==> config.mk <==
export PLATFORM = sky130hd
export DESIGN_NAME = instr_encoder_flat
export DESIGN_NICKNAME = d
export VERILOG_FILES = /design/src/rtl/instr_encoder_if.sv /design/src/rtl/instr_encoder.sv /design/src/flat_wrapper.sv
export SDC_FILE = /design/constraint.sdc
export NUM_CORES = 1
export LEC_CHECK = 0
export ABC_AREA = 1
export CORE_ASPECT_RATIO = 1.75
export CORE_MARGIN = 3
export CORE_UTILIZATION = 58
export DETAILED_ROUTE_END_ITERATION = 6
export GPL_TIMING_DRIVEN = 0
export PLACE_DENSITY = 0.83
export SLEW_MARGIN = 20
export SYNTH_ARGS = -nofsm -noshare
export SYNTH_HDL_FRONTEND = slang
export SYNTH_SLANG_ARGS = --single-unit
==> constraint.sdc <==
create_clock -name clk -period 5.3 [get_ports clk]
set_clock_uncertainty 0.2 [all_clocks]
set_input_delay 1.06 -clock clk [delete_from_list [all_inputs] [get_ports clk]]
set_output_delay 1.06 -clock clk [all_outputs]
set_load 0.01 [all_outputs]
==> src/rtl/instr_encoder_if.sv <==
// rtl/instr_encoder_if.sv - request and instruction-memory write bus of instr_encoder
//
// Purpose : bundles the request handshake (req_*) and the instruction-memory
//           write handshake (imem_*) into one interface.
// Modports:
//   slave  - the encoder: consumes req_*, drives req_ready and imem_we/addr/wdata,
//            consumes imem_ready.
//   master - the environment: drives req_* and imem_ready, observes the rest.
interface instr_encoder_if #(
  parameter int ADDR_W = 8
);
  logic              req_valid;
  logic              req_ready;
  logic [5:0]        req_opcode;
  logic [4:0]        req_ra;
  logic [4:0]        req_rb;
  logic [4:0]        req_rc;
  logic [25:0]       req_imm;
  logic              req_last;
  logic              imem_we;
  logic              imem_ready;
  logic [ADDR_W-1:0] imem_addr;
  logic [31:0]       imem_wdata;

  modport slave (
    input  req_valid, req_opcode, req_ra, req_rb, req_rc, req_imm, req_last, imem_ready,
    output req_ready, imem_we, imem_addr, imem_wdata
  );

  modport master (
    output req_valid, req_opcode, req_ra, req_rb, req_rc, req_imm, req_last, imem_ready,
    input  req_ready, imem_we, imem_addr, imem_wdata
  );
endinterface

==> src/rtl/instr_encoder.sv <==
// rtl/instr_encoder.sv - encodes instruction requests and streams them into instruction memory
//
// Purpose : turns decoded requests (opcode + register/immediate fields) into
//           32-bit instruction words, buffers them in a DEPTH-entry FIFO and
//           writes them to consecutive word addresses starting at base_addr.
// Ports   :
//   clk, rst_n     clock (rising edge), asynchronous active-low reset
//   start          begin a session at base_addr (honoured in IDLE only)
//   base_addr      first word address of the session
//   bus            request handshake in, memory write handshake out
//   busy           session in progress
//   done           one-cycle pulse after the last word is written
//   wr_count       words written this session
//   err_illegal    sticky: illegal opcode accepted (cleared by start)
//   err_wrap       sticky: write address wrapped to 0 (cleared by start)
module instr_encoder #(
  parameter int ADDR_W = 8,
  parameter int DEPTH  = 4
) (
  input  logic              clk,
  input  logic              rst_n,
  input  logic              start,
  input  logic [ADDR_W-1:0] base_addr,
  instr_encoder_if.slave    bus,
  output logic              busy,
  output logic              done,
  output logic [ADDR_W:0]   wr_count,
  output logic              err_illegal,
  output logic              err_wrap
);
  localparam int PTR_W = (DEPTH > 1) ? $clog2(DEPTH) : 1;

  typedef enum logic [1:0] {IDLE, STREAM, DRAIN, DONE} state_t;

  state_t            state, state_nxt;
  logic [31:0]       mem [DEPTH];
  logic [PTR_W-1:0]  wr_ptr, rd_ptr;
  logic [PTR_W:0]    count;
  logic [ADDR_W-1:0] addr_q;
  logic              empty, full;
  logic              accept, push, pop;
  logic              legal;
  logic [31:0]       enc_word;

  assign empty = (count == '0);
  assign full  = (count == (PTR_W+1)'(DEPTH));

  // Opcode map shared with the decode-stage control unit.
  always_comb begin
    legal    = 1'b1;
    enc_word = {bus.req_opcode, 26'd0};
    case (bus.req_opcode)
      6'h00, 6'h01, 6'h02:
        enc_word[25:0] = {bus.req_ra, bus.req_rb, bus.req_rc, 11'd0};
      6'h10, 6'h11, 6'h12, 6'h13, 6'h30:
        enc_word[25:0] = {bus.req_ra, bus.req_rb, bus.req_imm[15:0]};
      6'h31:
        enc_word[25:0] = bus.req_imm;
      default:
        legal = 1'b0;
    endcase
  end

  always_comb begin
    state_nxt      = state;
    bus.req_ready  = 1'b0;
    bus.imem_we    = 1'b0;
    bus.imem_wdata = '0;
    busy           = (state != IDLE);
    done           = 1'b0;
    case (state)
      IDLE: begin
        if (start) state_nxt = STREAM;
      end
      STREAM: begin
        bus.req_ready = !full;
        bus.imem_we   = !empty;
        if (bus.req_valid && !full && bus.req_last) state_nxt = DRAIN;
      end
      DRAIN: begin
        bus.imem_we = !empty;
        if (empty) state_nxt = DONE;
      end
      DONE: begin
        done      = 1'b1;
        state_nxt = IDLE;
      end
      default: state_nxt = IDLE;
    endcase
    // Head of FIFO is only presented while a write is offered, so it reads 0 otherwise.
    if (bus.imem_we) bus.imem_wdata = mem[rd_ptr];
  end

  assign accept        = bus.req_valid && bus.req_ready;
  // Illegal requests complete their handshake but never enter the FIFO.
  assign push          = accept && legal;
  assign pop           = bus.imem_we && bus.imem_ready;
  assign bus.imem_addr = addr_q;

  always_ff @(posedge clk) begin
    if (push) mem[wr_ptr] <= enc_word;
  end

  always_ff @(posedge clk or negedge rst_n) begin
    if (!rst_n) begin
      state       <= IDLE;
      wr_ptr      <= '0;
      rd_ptr      <= '0;
      count       <= '0;
      addr_q      <= '0;
      wr_count    <= '0;
      err_illegal <= 1'b0;
      err_wrap    <= 1'b0;
    end else begin
      state <= state_nxt;
      if (push) wr_ptr <= wr_ptr + 1'b1;
      if (pop)  rd_ptr <= rd_ptr + 1'b1;
      case ({push, pop})
        2'b10:   count <= count + 1'b1;
        2'b01:   count <= count - 1'b1;
        default: count <= count;
      endcase
      if (state == IDLE && start) begin
        addr_q      <= base_addr;
        wr_count    <= '0;
        err_illegal <= 1'b0;
        err_wrap    <= 1'b0;
      end else begin
        if (pop) begin
          addr_q   <= addr_q + 1'b1;
          wr_count <= wr_count + 1'b1;
          if (addr_q == '1) err_wrap <= 1'b1;
        end
        if (accept && !legal) err_illegal <= 1'b1;
      end
    end
  end
endmodule

==> src/flat_wrapper.sv <==
// flat-port wrapper written by rule: the top's interface ports become plain ports
module instr_encoder_flat 
#(
  parameter int ADDR_W = 8,
  parameter int DEPTH  = 4
)
  (clk, rst_n, start, base_addr, busy, done, wr_count, err_illegal, err_wrap, bus_req_valid, bus_req_opcode, bus_req_ra, bus_req_rb, bus_req_rc, bus_req_imm, bus_req_last, bus_imem_ready, bus_req_ready, bus_imem_we, bus_imem_addr, bus_imem_wdata);
  instr_encoder_if #(.ADDR_W(ADDR_W)) bus_i ();
  input  logic clk;
  input  logic rst_n;
  input  logic start;
  input  logic [ADDR_W-1:0] base_addr;
  output logic busy;
  output logic done;
  output logic [ADDR_W:0] wr_count;
  output logic err_illegal;
  output logic err_wrap;
  input wire logic [$bits(bus_i.req_valid)-1:0] bus_req_valid;
  input wire logic [$bits(bus_i.req_opcode)-1:0] bus_req_opcode;
  input wire logic [$bits(bus_i.req_ra)-1:0] bus_req_ra;
  input wire logic [$bits(bus_i.req_rb)-1:0] bus_req_rb;
  input wire logic [$bits(bus_i.req_rc)-1:0] bus_req_rc;
  input wire logic [$bits(bus_i.req_imm)-1:0] bus_req_imm;
  input wire logic [$bits(bus_i.req_last)-1:0] bus_req_last;
  input wire logic [$bits(bus_i.imem_ready)-1:0] bus_imem_ready;
  output wire logic [$bits(bus_i.req_ready)-1:0] bus_req_ready;
  output wire logic [$bits(bus_i.imem_we)-1:0] bus_imem_we;
  output wire logic [$bits(bus_i.imem_addr)-1:0] bus_imem_addr;
  output wire logic [$bits(bus_i.imem_wdata)-1:0] bus_imem_wdata;
  assign bus_i.req_valid = bus_req_valid;
  assign bus_i.req_opcode = bus_req_opcode;
  assign bus_i.req_ra = bus_req_ra;
  assign bus_i.req_rb = bus_req_rb;
  assign bus_i.req_rc = bus_req_rc;
  assign bus_i.req_imm = bus_req_imm;
  assign bus_i.req_last = bus_req_last;
  assign bus_i.imem_ready = bus_imem_ready;
  assign bus_req_ready = bus_i.req_ready;
  assign bus_imem_we = bus_i.imem_we;
  assign bus_imem_addr = bus_i.imem_addr;
  assign bus_imem_wdata = bus_i.imem_wdata;
  instr_encoder #(.ADDR_W(ADDR_W), .DEPTH(DEPTH)) u_core (.clk(clk), .rst_n(rst_n), .start(start), .base_addr(base_addr), .bus(bus_i), .busy(busy), .done(done), .wr_count(wr_count), .err_illegal(err_illegal), .err_wrap(err_wrap));
endmodule
==> impl_metrics.yaml, run 1 <==
finish:
  fillers: 754
  synthToLayoutAreaGrowth_pct: 28.9
  num_antenna_cells: 0
  final_common_cell: "nor2_1"
  final_cell_mix: "nor2_1 (152), edfxtp_1 (128), clkdlybuf4s50_1 (114)"
  fin_nets: 903
  drive_gt1_share_pct: 10.5
global_routing:
  grt_pass1_vias: 6070
  grt_pass1_wl_um: 29500
  globalRouteMet2Util_pct: 51.3
  grt_max_degree: 29
  overflow: 0
  antenna_found_initial: 0
  grtUsageTotal_pct: 27.4
  gr-usage-met1_pct: 28.3
  busiest_layer: "met2"
  use_met3_pct: 6.32
worst_hold_path:
  min_delay_path_depth: 1
  holdPathEnd: "u_core.count[0]$_DFFE_PN0P_"
  min_path_type: "register to register"
  min_from: "u_core.count[0]$_DFFE_PN0P_"
critical_path:
  worstPathRequired_ns: 4.04
  worstSetupPathType: "register to primary output"
  cp_max_fo: 10
  end_kind: "primary output"
  startpoint: "u_core.state[0]$_DFFE_PN0P_"
  r2r_cells: 10
  crit_path_start_kind: "register"
  critPathMaxStageDelay_ns: 0.60
  critical_path_arrival_ns: 2.64
  rrSetupSlack_ns: 2.52
  slowest_stage: "clkdlybuf4s50_1"
  critPathTopFamily: "buffers and inverters"
  crit_chain: "inv_1 > ha_1 > nand2_1 > buf_2 > a21oi_1 > clkdlybuf4s50_1"
  reg2reg_from: "u_core.state[0]$_DFFE_PN0P_"
  reg2reg_to: "u_core.count[2]$_DFFE_PN0P_"
  crit_buf_inv: 3
synth:
  yosysTopAreaCell: "edfxtp_1"
  yosys.area_share.adder_pct: 2.39
  syn_area_per_cell_um2: 10.3
  synth-seq-cells: 156
  yosys.area_share.simple_pct: 19.3
  syn_inst: 691
  synth_warnings: 0
  synth_xor_area_share_pct: 0.737
  async_flop_share_pct: 17.9
  netlist_area_um2: 7130
  synth_mux_area_share_pct: 0
  synthTopCellsByArea: "edfxtp_1 (54%), dfrtp_1 (9.8%), nor2_1 (8.0%), nand2_1 (5.6%), o21ai_0 (5.1%)"
  ys_seq_area_share_pct: 63.7
  synth.distinct_cells: 32
  synth_ff_type: "edfxtp_1"
  synth_top_family_by_area: "simple AND/OR/NAND/NOR gates"
  synth-compound-area-share_pct: 8.63
  synth_nets: 765
  yosys.area.top_type_share_pct: 53.9
  synth_edf_count: 128
clock_network:
  hold_buffers: 0
  cts_buffers: 17
  cts.reportedPaths.clkPinSlew_ns: 0.06
  cts_tree: "built"
  htree_num_levels: 4
  cts_setup_buffers: 0
  cts_root_buf: "clkbuf_16"
  cts_sinks: 156
  clock_path_buffers: 2
  clock_latency_ns: 0.43
  post_cts_resized: 0
power:
  ir_drop_v: 0.000348
  pwr_density_cell_nw_per_um2: 528
  p_leak_nw: 3.59
detailed_routing:
  drc: 0
  num_vias: 5661
  drt_iter0_markers: 571
  wl_per_cell_um: 18.6
  ant_nets: 0
  first_pass_iters: 5
  routed_wl_um: 18800
  via_per_inst: 5.62
sta:
  period_needed_ns: 3.90
  max_slew_margin_pct: 54.5
  tns_ns: 0
  hold_viol: 0
  hold_ws_ns: 0.318
  fin_crit_sh_pct: 73.6
  setup_viol: 0
  rsz0062_at_grt: "no"
  drv_slew: 0
  tightest_slew_ns: 0.682
  fmax_ghz: 0.256
die:
  dieArea_um2: 13700
  die_x_um: 89.8
  start_util_pct: 59.4
  std_cell_rows: 53
  die_h_um: 153
  coreArea_um2: 12000
  boundaryPins: 116
place:
  dp_hpwl_um: 12400
  gp_routability_congestion: 0.829
  port_buffers: 115
flow_run:
  cap_violations: 0
outcome:
  status: "finished clean"
## how the worst max path moves through the flow
| stage | end | slack, ns | cells past startpoint |
|---|---|---|---|
| 3_3_place_gp | u_core.mem[3][14]$_DFFE_PP_ | 0.88 | 9 |
| 3_5_place_dp | u_core.count[2]$_DFFE_PN0P_ | 1.56 | 14 |
| 5_1_grt | bus_imem_wdata[25] | 1.27 | 6 |
| 6_report | bus_imem_wdata[25] | 1.40 | 6 |
| 2_1_floorplan | u_core.mem[0][0]$_DFFE_PP_ | 2.18 | 7 |
| 4_1_cts | bus_imem_wdata[25] | 1.38 | 6 |
## metrics by stage
stage / total power (W) / setup slack, ns / cells / utilization, % / area, um^2
after floorplan: 0.00268 / 2.18 / 691 / - / 7130
after detailed placement: 0.00365 / 1.56 / 975 / 71.8 / 8610
after global placement: 0.00356 / 0.885 / 971 / 70.7 / 8490
final: 0.00485 / 1.40 / 1007 / 76.6 / 9190
after global routing: 0.00509 / 1.27 / 1007 / 76.6 / 9190
after CTS: 0.00485 / 1.38 / 1007 / 76.6 / 9190
## synthesized netlist by cell type, drive strengths merged (7+ instances only)
library cell,instances
a21oi,37
buf,21
clkbuf,7
dfrtp,28
edfxtp,128
ha,12
inv,53
nand2,112
nand3,26
nand4,12
nor2,160
o21ai,73
## area by class of cell
class / count / area, um^2 / share of cell area, %
Clock inverter: 15 / 153 / 1.66
Inverter: 53 / 204 / 2.22
Buffer: 28 / 166 / 1.81
Multi-Input combinational cell: 454 / 2240 / 24.3
Tap cell: 165 / 206 / 2.25
Clock buffer: 17 / 425 / 4.63
Sequential cell: 156 / 4540 / 49.4
Timing Repair Buffer: 119 / 1260 / 13.7
## sequential cells by signal, summed over array words and instances (netlist names)
register	cells
u_core.mem	128
u_core.wr_count	9
u_core.bus.imem_addr	8
u_core.count	3
u_core.rd_ptr	2
u_core.state	2
u_core.wr_ptr	2
u_core.err_illegal	1
u_core.err_wrap	1
## per-layer routing
| layer | vias to the layer above | wire [um] |
|---|---|---|
| met2 | 312 | 10500 |
| met4 | 0 | 548 |
| met3 | 61 | 1270 |
| li1 | 2604 | - |
| met1 | 2684 | 6460 |
| met5 | - | 0 |
## where the power goes
part	internal, W	total, W	switching [W]
Clock	0.000663	0.00119	0.000529
Sequential	0.00141	0.00150	0.0000904
Combinational	0.000914	0.00216	0.00124
Total	0.00299	0.00485	0.00186
## kinds of logic after synthesis
| family | Yosys count |
|---|---|
| compound gates | 118 |
| xor+xnor | 6 |
| buf+inv | 81 |
| flops | 156 |
| fa+ha+maj | 13 |
| simple gates | 317 |
No activity file was read; power rests on OpenSTA's default activity.
==> run 2: changes to the inputs <==
--- a/config.mk
+++ b/config.mk
@@ -8,10 +8,10 @@
 export ABC_AREA = 1
 export CORE_ASPECT_RATIO = 1.75
 export CORE_MARGIN = 3
-export CORE_UTILIZATION = 58
+export CORE_UTILIZATION = 54
 export DETAILED_ROUTE_END_ITERATION = 6
 export GPL_TIMING_DRIVEN = 0
-export PLACE_DENSITY = 0.83
+export PLACE_DENSITY = 0.78
 export SLEW_MARGIN = 20
 export SYNTH_ARGS = -nofsm -noshare
 export SYNTH_HDL_FRONTEND = slang
==> constraint.sdc (replaced) <==
create_clock -name clk -period 4.1 [get_ports clk]
set_clock_uncertainty 0.2 [all_clocks]
set_input_delay 0.82 -clock clk [delete_from_list [all_inputs] [get_ports clk]]
set_output_delay 0.82 -clock clk [all_outputs]
set_load 0.01 [all_outputs]
==> run 2 against run 1 <==
Global-route usage shrank 2.1 points. Clock power increased by 26%. Total power is 28% higher. Combinational power up 28%. Non-clock buffer count is the same. Routed wire length is 3.7% lower. Final cell count is 0.30% higher. Critical path depth did not move. Worst hold slack got worse by 0.087 ns. Clock-buffer cell count unchanged. Worst setup slack worse by 1.0 ns. Sequential share of layout area barely moved. Critical path type unchanged. Largest power group unchanged. Highest routed layer unchanged.
==> impl_metrics.yaml, run 2 (synthesis gave the netlist of run 1 again) <==
global_routing:
  grt_pass1_wl_um: 28200
  grt_max_degree: 29
  antenna_found_initial: 0
  overflow: 0
  grt_pass1_vias: 5750
  grtUsageTotal_pct: 25.3
sta:
  drv_slew: 0
  layout_setup_ws_ns: 0.391
  tightest_slew_ns: 0.678
  fin_crit_sh_pct: 90.5
  rsz0062_at_grt: "no"
  hold_viol: 0
  setup_viol: 0
  period_needed_ns: 3.71
  fmax_ghz: 0.270
  max_slew_margin_pct: 54.8
clock_network:
  hold_buffers: 0
  cts_buffers: 17
  cts_sinks: 156
  cts.reportedPaths.clkPinSlew_ns: 0.07
  clock_path_buffers: 2
  cts_tree: "built"
  clock_latency_ns: 0.42
  cts_root_buf: "clkbuf_16"
  htree_num_levels: 4
  cts_setup_buffers: 0
  post_cts_resized: 0
detailed_routing:
  wl_per_cell_um: 17.9
  num_vias: 5529
  ant_nets: 0
  drc: 0
  routed_wl_um: 18100
  via_per_inst: 5.47
  drt_iter0_markers: 395
  first_pass_iters: 5
power:
  p_clk_share_pct: 24.2
  ir_drop_v: 0.000349
  p_int_w: 0.00381
  switchingPower_w: 0.00240
  p_leak_nw: 3.59
  pwr_density_cell_nw_per_um2: 676
  netSwitchingFraction_pct: 38.6
  pwr-share-seq_pct: 31.2
  pwr-share-comb_pct: 44.6
critical_path:
  crit_path_start_kind: "register"
  reg2reg_to: "u_core.count[2]$_DFFE_PN0P_"
  worstPathRequired_ns: 3.08
  rrSetupSlack_ns: 1.29
  end_kind: "primary output"
  critical_path_arrival_ns: 2.69
  reg2reg_from: "u_core.state[1]$_DFFE_PN0P_"
  cp_max_fo: 10
  r2r_cells: 10
  worstSetupPathType: "register to primary output"
place:
  gp_routability_congestion: 0.854
  dp_slack_ns: 0.626
  dp_hpwl_um: 12500
  port_buffers: 115
finish:
  largest_reg_flops: 128
  drive_gt1_share_pct: 10.5
  synthToLayoutAreaGrowth_pct: 28.9
  top_register: "u_core.mem"
  num_antenna_cells: 0
  final_common_cell: "nor2_1"
  fin_nets: 903
  utilization_pct: 72.4
  final_cell_mix: "nor2_1 (152), edfxtp_1 (128), clkdlybuf4s50_1 (114)"
die:
  dieArea_um2: 14700
  die_x_um: 92.9
  coreArea_um2: 12700
  std_cell_rows: 54
  die_h_um: 158
  start_util_pct: 56.1
  boundaryPins: 116
worst_hold_path:
  min_path_type: "input port to asynchronous set/reset pin"
outcome:
  status: "finished clean"
flow_run:
  cap_violations: 0
run 2: cell count changes in the layout (fill, tap and decap cells not counted), sizes merged:
cell	change
clkinv	-1
bufinv	-1
inv	+2
run 2: how the worst max path moves through the flow:
stage	startpoint	end	slack [ns]	cells past startpoint
floorplan	bus_req_opcode[3]	u_core.mem[0][0]$_DFFE_PP_	1.22	7
global placement	bus_req_opcode[4]	u_core.mem[2][13]$_DFFE_PP_	-0.10	9
detailed placement	bus_req_opcode[4]	u_core.count[2]$_DFFE_PN0P_	0.63	14
CTS	u_core.state[1]$_DFFE_PN0P_	bus_imem_wdata[22]	0.35	6
global route	u_core.state[0]$_DFFE_PN0P_	bus_imem_wdata[22]	0.29	6
finish	u_core.state[1]$_DFFE_PN0P_	bus_imem_wdata[20]	0.39	6
run 2: layout make-up:
| class | instances | area [um^2] |
|---|---|---|
| tap | 168 | 210 |
| clock inverter | 15 | 151 |
| inverter | 53 | 204 |
| multi-input combinational | 454 | 2240 |
| timing repair buffer | 119 | 1260 |
| fill | 940 | 3510 |
| buffer | 28 | 166 |
| sequential | 156 | 4540 |
| clock buffer | 17 | 425 |
run 2: per-stage QoR:
step / hold WS [ns] / power, W / setup TNS [ns] / std cells / area [um^2]
floorplan: 0.266 / 0.00346 / 0 / 691 / 7130
global placement: 0.281 / 0.00461 / -9.47 / 974 / 8490
detailed placement: 0.302 / 0.00472 / 0 / 978 / 8620
CTS: 0.241 / 0.00624 / 0 / 1010 / 9190
global route: 0.270 / 0.00655 / 0 / 1010 / 9190
finish: 0.232 / 0.00621 / 0 / 1010 / 9190
run 2: power by group through the flow:
stage | logic, W | clock network, W | registers [W]
after detailed placement | 0.00276 | 0 | 0.00197
final | 0.00277 | 0.00150 | 0.00194
after CTS | 0.00278 | 0.00152 | 0.00194
after global routing | 0.00302 | 0.00158 | 0.00195
after global placement | 0.00265 | 0 | 0.00196
after floorplan | 0.00150 | 0 | 0.00197
run 2: critical path, cell delays in order (launching register included):
cell	delay (ns)
dfrtp_1	0.42
inv_1	0.11
ha_1	0.38
nand2_1	0.25
buf_2	0.29
a21oi_1	0.22
clkdlybuf4s50_1	0.59
run 2: routing by layer:
| metal | global-route usage (%) | share of wire (%) | vias up |
|---|---|---|---|
| li1 | - | - | 2615 |
| met1 | 26.5 | 35 | 2628 |
| met2 | 46.4 | 55 | 247 |
| met3 | 5.52 | 6.3 | 39 |
| met4 | 13.8 | 2.7 | 0 |
| met5 | 0 | 0 | - |
